File: src/rtl/sccb_arb_pkg.sv
// Shared encodings for the SCCB two-port arbiter.
// Command, response and FSM state values used by the top and the bench.
package sccb_arb_pkg;

    localparam logic [2:0] CMD_IDLE = 3'b000;
    localparam logic [2:0] CMD_WR   = 3'b001;
    localparam logic [2:0] CMD_RD   = 3'b010;

    localparam logic [1:0] RESP_NULL = 2'b00;
    localparam logic [1:0] RESP_DVA  = 2'b01;
    localparam logic [1:0] RESP_ERR  = 2'b11;

    typedef enum logic [1:0] {
        IDLE = 2'd0,
        CMD  = 2'd1,
        RESP = 2'd2
    } state_t;

    function automatic logic is_req(input logic [2:0] cmd);
        return (cmd == CMD_WR) || (cmd == CMD_RD);
    endfunction

endpackage

File: src/rtl/sccb_rr_arb.sv
// Two-way request-to-grant logic for the SCCB arbiter.
// Fixed priority favours port 0; otherwise the non-last-owner wins a tie.
module sccb_rr_arb (
    input  logic req0_i,
    input  logic req1_i,
    input  logic fixed_prio_i,
    input  logic last_owner_i,
    output logic gnt_valid_o,
    output logic gnt_port_o
);

    // Resolve a single winner from the current requests
    always_comb begin
        gnt_valid_o = req0_i | req1_i;
        gnt_port_o  = 1'b0;
        if (req0_i && req1_i) begin
            gnt_port_o = fixed_prio_i ? 1'b0 : ~last_owner_i;
        end else if (req1_i) begin
            gnt_port_o = 1'b1;
        end
    end

endmodule

File: src/rtl/sccb_arbiter.sv
// Shares one SCCB master between the init sequencer and the debug path.
// One whole transaction per grant, with a timeout that returns ERR.
module sccb_arbiter
    import sccb_arb_pkg::*;
#(
    parameter bit          FIXED_PRIO     = 1'b0,
    parameter int unsigned TIMEOUT_CYCLES = 65535,
    parameter int unsigned TO_W           = 16,
    parameter logic [7:0]  DEFAULT_DIV    = 8'd50
) (
    input  logic        config_clk,
    input  logic        config_reset_n,
    input  logic [2:0]  m0_mcmd,
    input  logic [14:0] m0_maddr,
    input  logic [7:0]  m0_mdata,
    input  logic [7:0]  m0_div,
    output logic        m0_scmdaccept,
    output logic [1:0]  m0_sresp,
    output logic [7:0]  m0_sdata,
    input  logic [2:0]  m1_mcmd,
    input  logic [14:0] m1_maddr,
    input  logic [7:0]  m1_mdata,
    input  logic [7:0]  m1_div,
    output logic        m1_scmdaccept,
    output logic [1:0]  m1_sresp,
    output logic [7:0]  m1_sdata,
    output logic [2:0]  s_mcmd,
    output logic [14:0] s_maddr,
    output logic [7:0]  s_mdata,
    output logic [7:0]  s_sccb_div,
    input  logic        s_scmdaccept,
    input  logic [1:0]  s_sresp,
    input  logic [7:0]  s_sdata,
    output logic        owner,
    output logic        busy
);

    localparam bit TO_EN = (TIMEOUT_CYCLES != 0);
    localparam logic [TO_W-1:0] TO_LAST =
        TO_W'((TIMEOUT_CYCLES == 0) ? 0 : TIMEOUT_CYCLES - 1);

    state_t            state_q, state_d;
    logic [TO_W-1:0]   cnt_q, cnt_d;
    logic              owner_q, owner_d;
    logic [2:0]        mcmd_q, mcmd_d;
    logic [14:0]       maddr_q, maddr_d;
    logic [7:0]        mdata_q, mdata_d;
    logic [7:0]        div_q, div_d;

    logic gnt_valid;
    logic gnt_port;
    logic dva;
    logic timeout;
    logic acc_fwd;
    logic [1:0] resp_fwd;

    sccb_rr_arb u_arb (
        .req0_i       (is_req(m0_mcmd)),
        .req1_i       (is_req(m1_mcmd)),
        .fixed_prio_i (FIXED_PRIO),
        .last_owner_i (owner_q),
        .gnt_valid_o  (gnt_valid),
        .gnt_port_o   (gnt_port)
    );

    assign dva     = (s_sresp == RESP_DVA);
    assign timeout = TO_EN && (cnt_q == TO_LAST);

    // State, timeout counter and captured command registers
    always_ff @(posedge config_clk or negedge config_reset_n) begin
        if (!config_reset_n) begin
            state_q <= IDLE;
            cnt_q   <= '0;
            owner_q <= 1'b1;
            mcmd_q  <= CMD_IDLE;
            maddr_q <= '0;
            mdata_q <= '0;
            div_q   <= DEFAULT_DIV;
        end else begin
            state_q <= state_d;
            cnt_q   <= cnt_d;
            owner_q <= owner_d;
            mcmd_q  <= mcmd_d;
            maddr_q <= maddr_d;
            mdata_q <= mdata_d;
            div_q   <= div_d;
        end
    end

    // Next state: grant and capture in IDLE, end on DVA or timeout
    always_comb begin
        state_d = state_q;
        cnt_d   = cnt_q;
        owner_d = owner_q;
        mcmd_d  = mcmd_q;
        maddr_d = maddr_q;
        mdata_d = mdata_q;
        div_d   = div_q;
        unique case (state_q)
            IDLE: begin
                if (gnt_valid) begin
                    state_d = CMD;
                    cnt_d   = '0;
                    owner_d = gnt_port;
                    mcmd_d  = gnt_port ? m1_mcmd  : m0_mcmd;
                    maddr_d = gnt_port ? m1_maddr : m0_maddr;
                    mdata_d = gnt_port ? m1_mdata : m0_mdata;
                    div_d   = gnt_port ? m1_div   : m0_div;
                end
            end
            CMD: begin
                cnt_d = cnt_q + TO_W'(1);
                if (s_scmdaccept && dva) begin
                    state_d = IDLE;
                    mcmd_d  = CMD_IDLE;
                end else if (timeout) begin
                    state_d = IDLE;
                    mcmd_d  = CMD_IDLE;
                end else if (s_scmdaccept) begin
                    state_d = RESP;
                    mcmd_d  = CMD_IDLE;
                end
            end
            RESP: begin
                cnt_d = cnt_q + TO_W'(1);
                if (dva || timeout) begin
                    state_d = IDLE;
                    mcmd_d  = CMD_IDLE;
                end
            end
            default: begin
                state_d = IDLE;
            end
        endcase
    end

    // Route accept and response to the owner only; ERR on timeout
    always_comb begin
        acc_fwd  = 1'b0;
        resp_fwd = RESP_NULL;
        if (state_q == CMD) begin
            acc_fwd = s_scmdaccept;
        end
        if (state_q != IDLE) begin
            resp_fwd = (timeout && !dva) ? RESP_ERR : s_sresp;
        end
        m0_scmdaccept = acc_fwd & ~owner_q;
        m1_scmdaccept = acc_fwd &  owner_q;
        m0_sresp      = owner_q ? RESP_NULL : resp_fwd;
        m1_sresp      = owner_q ? resp_fwd  : RESP_NULL;
    end

    assign m0_sdata   = s_sdata;
    assign m1_sdata   = s_sdata;
    assign s_mcmd     = mcmd_q;
    assign s_maddr    = maddr_q;
    assign s_mdata    = mdata_q;
    assign s_sccb_div = div_q;
    assign owner      = owner_q;
    assign busy       = (state_q != IDLE);

endmodule
File: config.mk
export PLATFORM = sky130hd
export DESIGN_NAME = sccb_arbiter
export DESIGN_NICKNAME = d
export VERILOG_FILES = /design/src/rtl/sccb_arb_pkg.sv /design/src/rtl/sccb_rr_arb.sv /design/src/rtl/sccb_arbiter.sv
export SDC_FILE = /design/constraint.sdc
export NUM_CORES = 1
export LEC_CHECK = 0
export CAP_MARGIN = 5
export CELL_PAD_IN_SITES_DETAIL_PLACEMENT = 0
export CELL_PAD_IN_SITES_GLOBAL_PLACEMENT = 1
export CORE_ASPECT_RATIO = 1.75
export CORE_MARGIN = 1
export CORE_UTILIZATION = 34
export DETAILED_ROUTE_END_ITERATION = 10
export GPL_TIMING_DRIVEN = 0
export PLACE_DENSITY = 0.83
export SKIP_CTS_REPAIR_TIMING = 1
export SYNTH_ARGS = -nofsm -noshare
export SYNTH_HDL_FRONTEND = slang
export SYNTH_SLANG_ARGS = --single-unit
File: constraint.sdc
create_clock -name config_clk -period 5.82 [get_ports config_clk]
set_input_delay 1.164 -clock config_clk [delete_from_list [all_inputs] [get_ports config_clk]]
set_output_delay 1.164 -clock config_clk [all_outputs]
set_load 0.03 [all_outputs]
Word level (Yosys, flattened, before mapping)
Index checks and enable logic that the tools add are counted.
W data, S select, Z words.

operators by class
  $mul = 0
  muxes and demuxes = 25
  shift-type cells = 0
  div/mod/pow operators = 0
  $add $sub $neg = 1
  order comparisons = 0
  reductions and logical operators = 16
  bitwise logic cells = 4
  equal/unequal tests = 11

operator list
  operator                 count
  $pmux W16 S2             1
  $mux W2                  9
  $mux W3                  6
  $add A16 B1 Y16 const B  1
  $eq A16 B16 Y1 const B   1
  $mux W16                 1
  $mux W8                  2
  $mux W15                 1
  $pmux W3 S3              1
  $eq A3 B1 Y1 const B     2
  $eq A3 B2 Y1 const B     2
  $pmux W2 S3              1
  $eq A2 B1 Y1 const B     2
  $ne A2 B2 Y1 const B     2
  $ne A4 B4 Y1 const B     1
  $reduce_and A2 Y1        2
  $reduce_and A4 Y1        1
  $reduce_bool A2 Y1       2
  $logic_and A1 B1 Y1      3
  $logic_or A1 B1 Y1       3
  $mux W1                  3
  $reduce_and A3 Y1        1
  $reduce_bool A3 Y1       1
  $and A1 B1 Y1            2
  other kinds (6)          6

storage, ports and cells
  memory bits (writable) = 0
  word-level logic and storage cells = 64
  memories kept = 0
  register bits after elaboration = 53
  input bits = 81
  memory bits (read-only) = 0
  output and inout bits = 58
  latch bits = 0

Depth between registers and ports, before layout
Gate-level depths: netlist of the first run.

  word-level depth = 7
  depth in mapped cells = 8
  gate-level depth less buffers = 6

Cells and area by module
A second synthesis of the first run with hierarchy kept.

unflattened totals
  cells, all modules = 305
  area, all modules = 2,939.1 µm²

by module, submodules not included
  module        times used  sequential area each (µm²)  cells each  area an instance (µm²)
  sccb_arbiter  1           1,331.3                     302         2,921.6
  sccb_rr_arb   1           0.0                         3           17.5

Worst setup path before layout of the first run
No wires, ideal clock.

  path type = input-to-output
  from = in s_sresp[0]
  to = out m0_sresp[1]
  arrival = 1.921 ns
  required time = 4.656 ns
  buffers on the path = 0
  stages on the path = 3
  slack = 2.735 ns
  path through = inv_1 > a21oi_1 > nor3_1

on the way
  cells in the longest elaborated chain, start to end = 6

ends and longest elaborated chain
  element              line                 source
  start, declared      sccb_arbiter.sv:32   input logic [1:0] s_sresp,
  $eq A2 B1 Y1         sccb_arbiter.sv:66   assign dva = (s_sresp == RESP_DVA);
  $logic_not A1 Y1     sccb_arbiter.sv:145  resp_fwd = (timeout && !dva) ? RESP_ERR : s_sresp;
  $logic_and A1 B1 Y1  sccb_arbiter.sv:145
  $mux W2              sccb_arbiter.sv:145
  $mux W2              sccb_arbiter.sv:144  if (state_q != IDLE) begin
  $mux W2              sccb_arbiter.sv:149  m0_sresp = owner_q ? RESP_NULL : resp_fwd;
  end, declared        sccb_arbiter.sv:18   output logic [1:0] m0_sresp,

No other way between the ends.

Worst setup path in the final report of the first run
  from = in s_sresp[0]
  to = out m1_sresp[1]

on the way
  cells in the longest elaborated chain, start to end = 6

ends and longest elaborated chain
  element              line                 source
  $eq A2 B1 Y1         sccb_arbiter.sv:66
  $logic_not A1 Y1     sccb_arbiter.sv:145
  $logic_and A1 B1 Y1  sccb_arbiter.sv:145
  $mux W2              sccb_arbiter.sv:145
  $mux W2              sccb_arbiter.sv:144
  $mux W2              sccb_arbiter.sv:150  m1_sresp = owner_q ? resp_fwd : RESP_NULL;
  end, declared        sccb_arbiter.sv:25   output logic [1:0] m1_sresp,

No other way between the ends.

==> flow_summary.ini, run 1 <==
[sta]
clock.fmax_mhz = 261
rsz0062_at_grt = false
drv_slew = 0
slew-limit-headroom_pct = 55.0
fin_crit_ps = 3820
setup_violations = 0
fin_tns_setup_ps = 0
tightest_slew_ps = 671
skew_ps = 2.43
hold_viol_final = 0
fin_crit_sh_pct = 65.7

[cells_and_area]
syn2layout_area_growth_pct = 51.1
final_layout_size_suffix_gt1_share_pct = 17.8
final_nets = 518
antennaDiodeCount = 0

[logic_synthesis]
netlist_area_sq_mm = 0.00321
synth_flop_cell = dfrtp_1
synthTopCellsByCount = dfrtp_1 (49), mux2_2 (37), mux2_1 (29)
syn_inst = 294
synthArstFlopShare_pct = 100
yosys_warnings = 0
synth_top_area_cell = dfrtp_1
synth_area_per_cell_sq_um = 10.9
ys_types = 44
ys_ff_latch = 53
synth_area_leaders = dfrtp_1 (38%), mux2_2 (13%), mux2_1 (10%), buf_4 (4.2%), mux2i_1 (3.7%)
yosysMostFrequentCell = dfrtp_1
ys_seq_area_share_pct = 41.5
syn_nets = 380
yosysTopAreaCellShare_pct = 38.2
synth_edf_count = 0

[routing]
num_vias = 2781
vias_per_cell = 5.03
remaining_drc_errors = 0
wl_per_cell_um = 15.9
first_iter_violations = 73
wl_mm = 8.81
dr.pass1.iters = 4
ant_nets = 0

[critical_path]
arrival_ps = 2660
path_depth = 5
cp_slowest_cell = clkdlybuf4s50_1
rrSetupSlack_ps = 3260
startpoint_type = input pin
cpPeakStageDelay_ps = 720
r2r_cells = 8
crit_fanout = 4
worstPathRequired_ps = 4660
cp.buffers_inverters = 3
path_delay_family = buffers and inverters
path_common_cell = clkdlybuf4s50_1
cp_cell_sequence = clkdlybuf4s50_1, inv_1, a21oi_1, nor3_1, clkdlybuf4s50_1
end_kind = output pin
crit_type = in -> out

[die]
io_pins = 139
die_area_sq_mm = 0.00985
initial_core_util_pct = 35.3
core-area_sq_mm = 0.00909
fp.dieW_um = 75.4
rows = 46
die_height_um = 131

[placement]
dp_hpwl_mm = 7.15
io_buffers = 130
gp_congestion = 0.844

[power]
power.density_mw_per_mm2 = 433
vdd_ir_drop_max_mv = 0.194
cellLeakagePower_nw = 1.95
power_mw = 2.10

[grt]
grt_pass1_wl_mm = 13.1
grt_max_degree = 29
antenna_found_initial = 0
grtUsageTotal_pct = 17.6
grt_pass1_vias = 2757
grt.overflow.total = 0

[cts]
cts_tree = built
h-tree-depth = 2
clk_latency_ps = 290
clkTransAtPathRegs_ps = 70
cts_buffers = 5
cts_buffer_depth = 2
root_buffer = clkbuf_16
clkSinkCount = 53

[hold_path]
whs_path_depth = 1
hold_class = reg -> reg

[outcome]
outcome = finished, final reports clean

[run]
max_cap_violations = 0
## registers in the layout (all words and copies together) (netlist names)
name        count
cnt_q          16
s_maddr        15
s_mdata         8
s_sccb_div      8
s_mcmd          3
state_q         2
owner           1
## worst paths after layout
| path | startpoint | endpoint |
|---|---|---|
| max in group asynchronous | config_reset_n | s_sccb_div[1]$_DFFE_PN1P_ |
| min | s_sccb_div[0]$_DFFE_PN0P_ | s_sccb_div[0]$_DFFE_PN0P_ |
| max | s_sresp[0] | m1_sresp[1] |
| min in group asynchronous | config_reset_n | s_maddr[5]$_DFFE_PN0P_ |
| min reg2reg | s_sccb_div[0]$_DFFE_PN0P_ | s_sccb_div[0]$_DFFE_PN0P_ |
| max reg2reg | state_q[0]$_DFFE_PN0P_ | cnt_q[7]$_DFFE_PN0P_ |
## stage by stage
stage	instances	setup slack, ps	cell area (sq um)	hold WS (ps)	util [%]
finish	553	2000	4850	507	53.3
global route	553	1910	4850	516	53.3
CTS	553	1990	4850	510	53.3
detailed placement	545	1990	4680	494	51.4
global placement	544	1870	4660	488	51.3
floorplan	294	2730	3210	494	-
## where the power goes
group	internal (mW)	total [mW]	switching (mW)
clock network	0.215	0.346	0.130
registers	0.520	0.593	0.0731
logic	0.517	1.16	0.646
total	1.25	2.10	0.850
## layout by cell type (no fill, tap or decap), types with 11 or more instances in the layout
cell type and instances:
clkdlybuf4s50_1 129, dfrtp_1 49, mux2_2 37, mux2_1 29, o21ai_0 18, buf_4 18
mux2i_1 12, inv_1 11, clkbuf_1 11, nand2_1 11, o21bai_1 11
## cells by family after synthesis
group	Yosys count	share of synthesized area, %
fa+ha+maj	5	1.95
xor+xnor	3	0.819
compound gates	59	12.2
simple gates	52	9.20
mux	78	26.9
buf+inv	44	7.45
flops	53	41.5
## layout make-up
| cell class | count | area [sq um] |
|---|---|---|
| multi-input cells | 197 | 1640 |
| repair buffers | 131 | 1320 |
| inverters | 11 | 41.3 |
| flip-flops and latches | 53 | 1330 |
| clock inverters | 1 | 30.0 |
| clock buffers | 7 | 143 |
| fillers | 872 | 4250 |
| well taps | 120 | 150 |
| plain buffers | 33 | 198 |
## routing by layer
metal  global-route usage, %  part of all wire (%)  vias to the layer above
met1                    17.7                    36                     1336
met2                    35.2                    54                      115
met5                       0                     0                        -
li1                        -                     -                     1326
met3                    3.45                   9.2                        4
met4                    4.25                  0.76                        0
## worst reg2reg max path, stage by stage, from the launching register on
cell and delay (ps):
dfrtp_1 380, inv_1 80, ha_1 280, clkbuf_1 220, nor2b_1 190, a31oi_1 530, clkbuf_1 450, a21oi_1 180
mux2i_1 150
Note: power is estimated with default switching activity, not from simulation.
==> run 2: changes to the inputs <==
--- a/config.mk
+++ b/config.mk
@@ -10,10 +10,10 @@
 export CELL_PAD_IN_SITES_GLOBAL_PLACEMENT = 1
 export CORE_ASPECT_RATIO = 1.75
 export CORE_MARGIN = 1
-export CORE_UTILIZATION = 34
+export CORE_UTILIZATION = 32
 export DETAILED_ROUTE_END_ITERATION = 10
 export GPL_TIMING_DRIVEN = 0
-export PLACE_DENSITY = 0.83
+export PLACE_DENSITY = 0.79
 export SKIP_CTS_REPAIR_TIMING = 1
 export SYNTH_ARGS = -nofsm -noshare
 export SYNTH_HDL_FRONTEND = slang
==> constraint.sdc (replaced) <==
create_clock -name config_clk -period 3.85 [get_ports config_clk]
set_input_delay 0.77 -clock config_clk [delete_from_list [all_inputs] [get_ports config_clk]]
set_output_delay 0.77 -clock config_clk [all_outputs]
set_load 0.03 [all_outputs]
==> run 2 against run 1 <==
Net effect: clock skew grew 4.6 ps; utilization shrank 4.0 points; register-to-register slack lost 1900 ps; worst setup slack lost 1400 ps; critical endpoint is now m0_sresp[1]; power grew 48%; hold slack lost 34 ps; combinational power grew 53%; global-route usage shrank 0.66 points; via count grew 1.2%; sequential power grew 51%; count of clock-buffer cells in the layout grew 1; critical path type is now reg -> out.
==> flow_summary.ini, run 2 (synthesized netlist as in run 1, its figures left out) <==
[sta]
rsz0062_at_grt = false
skew_ps = 7.05
clock.fmax_mhz = 304
drv_slew = 0
fin_crit_sh_pct = 85.4
worst_slack_ps = 561
setup_violations = 0
hold_viol_final = 0
tightest_slew_ps = 620
slew-limit-headroom_pct = 58.7
fin_crit_ps = 3290
fin_tns_setup_ps = 0

[routing]
remaining_drc_errors = 0
num_vias = 2815
dr.pass1.iters = 4
first_iter_violations = 79
vias_per_cell = 5.04
ant_nets = 0
wl_mm = 8.67
wl_per_cell_um = 15.5

[cts]
clkTransAtPathRegs_ps = 60
h-tree-depth = 2
cts_buffers = 5
clk_latency_ps = 290
cts_buffer_depth = 2
clkSinkCount = 53
cts_tree = built
root_buffer = clkbuf_16

[cells_and_area]
ff_latch_area_sq_mm = 0.00133
final_layout_size_suffix_gt1_share_pct = 17.6
largest_reg_flops = 16
fillers = 898
final_common_cell = clkdlybuf4s50_1
multi_input_area_sq_mm = 0.00164
regMostFlops = cnt_q
final_nets = 518
final_cell_mix = clkdlybuf4s50_1 (129), dfrtp_1 (49), mux2_2 (37)
antennaDiodeCount = 0
syn2layout_area_growth_pct = 50.4
fin_area_sq_mm = 0.00483

[placement]
gp_congestion = 0.827
io_buffers = 130
dp_hpwl_mm = 6.81
postPlaceCellArea_sq_mm = 0.00468
place_ws_ps = 590

[critical_path]
cp_cell_sequence = and4_1, and4_1, clkbuf_1, a21oi_1, nor3_1, clkdlybuf4s50_1
arrival_ps = 2520
path_common_cell = and4_1
startpoint_type = flop
path_delay_family = buffers and inverters
crit_fanout = 7
rrSetupSlack_ps = 1310
cp.buffers_inverters = 2
worstPathRequired_ps = 3080
end_kind = output pin
cp_slowest_cell = clkdlybuf4s50_1
crit_type = reg -> out
cpPeakStageDelay_ps = 700

[die]
io_pins = 139
die_height_um = 134
initial_core_util_pct = 32.8
fp.dieW_um = 77.7
core-area_sq_mm = 0.00979
die_area_sq_mm = 0.0104
rows = 48

[outcome]
outcome = finished, final reports clean

[grt]
antenna_found_initial = 0
grtUsageTotal_pct = 16.9
grt_max_degree = 31
grt_pass1_wl_mm = 13.9
grt_pass1_vias = 2758
grt.overflow.total = 0

[power]
vdd_ir_drop_max_mv = 0.246
cellLeakagePower_nw = 1.94
power.density_mw_per_mm2 = 646

[run]
max_cap_violations = 0

[hold_path]
hold_class = in -> async
[run 2: changes by cell type in the layout (fill, tap and decap cells not counted)]
| cell | previous run | this run |
|---|---|---|
| clkbuf_1 | 11 | 12 |
| bufinv_16 | 1 | 0 |
[run 2: layout make-up]
type	count	share of cell area [%]
Multi-Input combinational cell	197	33.9
Sequential cell	53	27.6
Timing Repair Buffer	131	27.3
Buffer	33	4.09
Tap cell	125	3.24
Clock buffer	8	3.03
Inverter	11	0.855
[run 2: routing by layer]
layer / global-route usage (%) / up-vias / share of wire (%)
li1: - / 1332 / -
met1: 18.8 / 1357 / 38
met2: 31.6 / 112 / 54
met3: 3.18 / 14 / 5.8
met4: 5.77 / 0 / 2.3
met5: 0 / - / 0
[run 2: worst paths after layout]
path,start,endpoint,depth (start not counted)
max,cnt_q[5]$_DFFE_PN0P_,m0_sresp[1],6
min,config_reset_n,s_mdata[1]$_DFFE_PN0P_,1
max reg2reg,state_q[0]$_DFFE_PN0P_,cnt_q[2]$_DFFE_PN0P_,8
min reg2reg,s_maddr[2]$_DFFE_PN0P_,s_maddr[2]$_DFFE_PN0P_,1
max in group asynchronous,config_reset_n,owner$_DFFE_PN1P_,2
min in group config_clk,s_maddr[2]$_DFFE_PN0P_,s_maddr[2]$_DFFE_PN0P_,1
[run 2: worst register-to-register path: cells and delay by family, from the launching register on]
kind	cells	cell delay, ps
AOI/OAI and AO/OA	2	670
adders and majority gates	1	280
buffers and inverters	3	730
DFF	1	390
muxes	1	150
and+or+nand+nor	1	200
[run 2: through the flow]
| step | power [mW] | utilization [%] | hold slack [ps] | std cells |
|---|---|---|---|---|
| 2_1_floorplan | 1.97 | - | 474 | 294 |
| 3_3_place_gp | 2.66 | 47.7 | 488 | 549 |
| 3_5_place_dp | 2.69 | 47.8 | 495 | 550 |
| 4_1_cts | 3.16 | 49.3 | 497 | 558 |
| 5_1_grt | 3.30 | 49.3 | 514 | 558 |
| 6_report | 3.12 | 49.3 | 472 | 558 |
[run 2: power breakdown]
group | switching, mW | internal, mW | leakage (nW)
clock | 0.197 | 0.260 | 0.0712
sequential | 0.110 | 0.786 | 0.655
combinational | 0.987 | 0.780 | 1.21
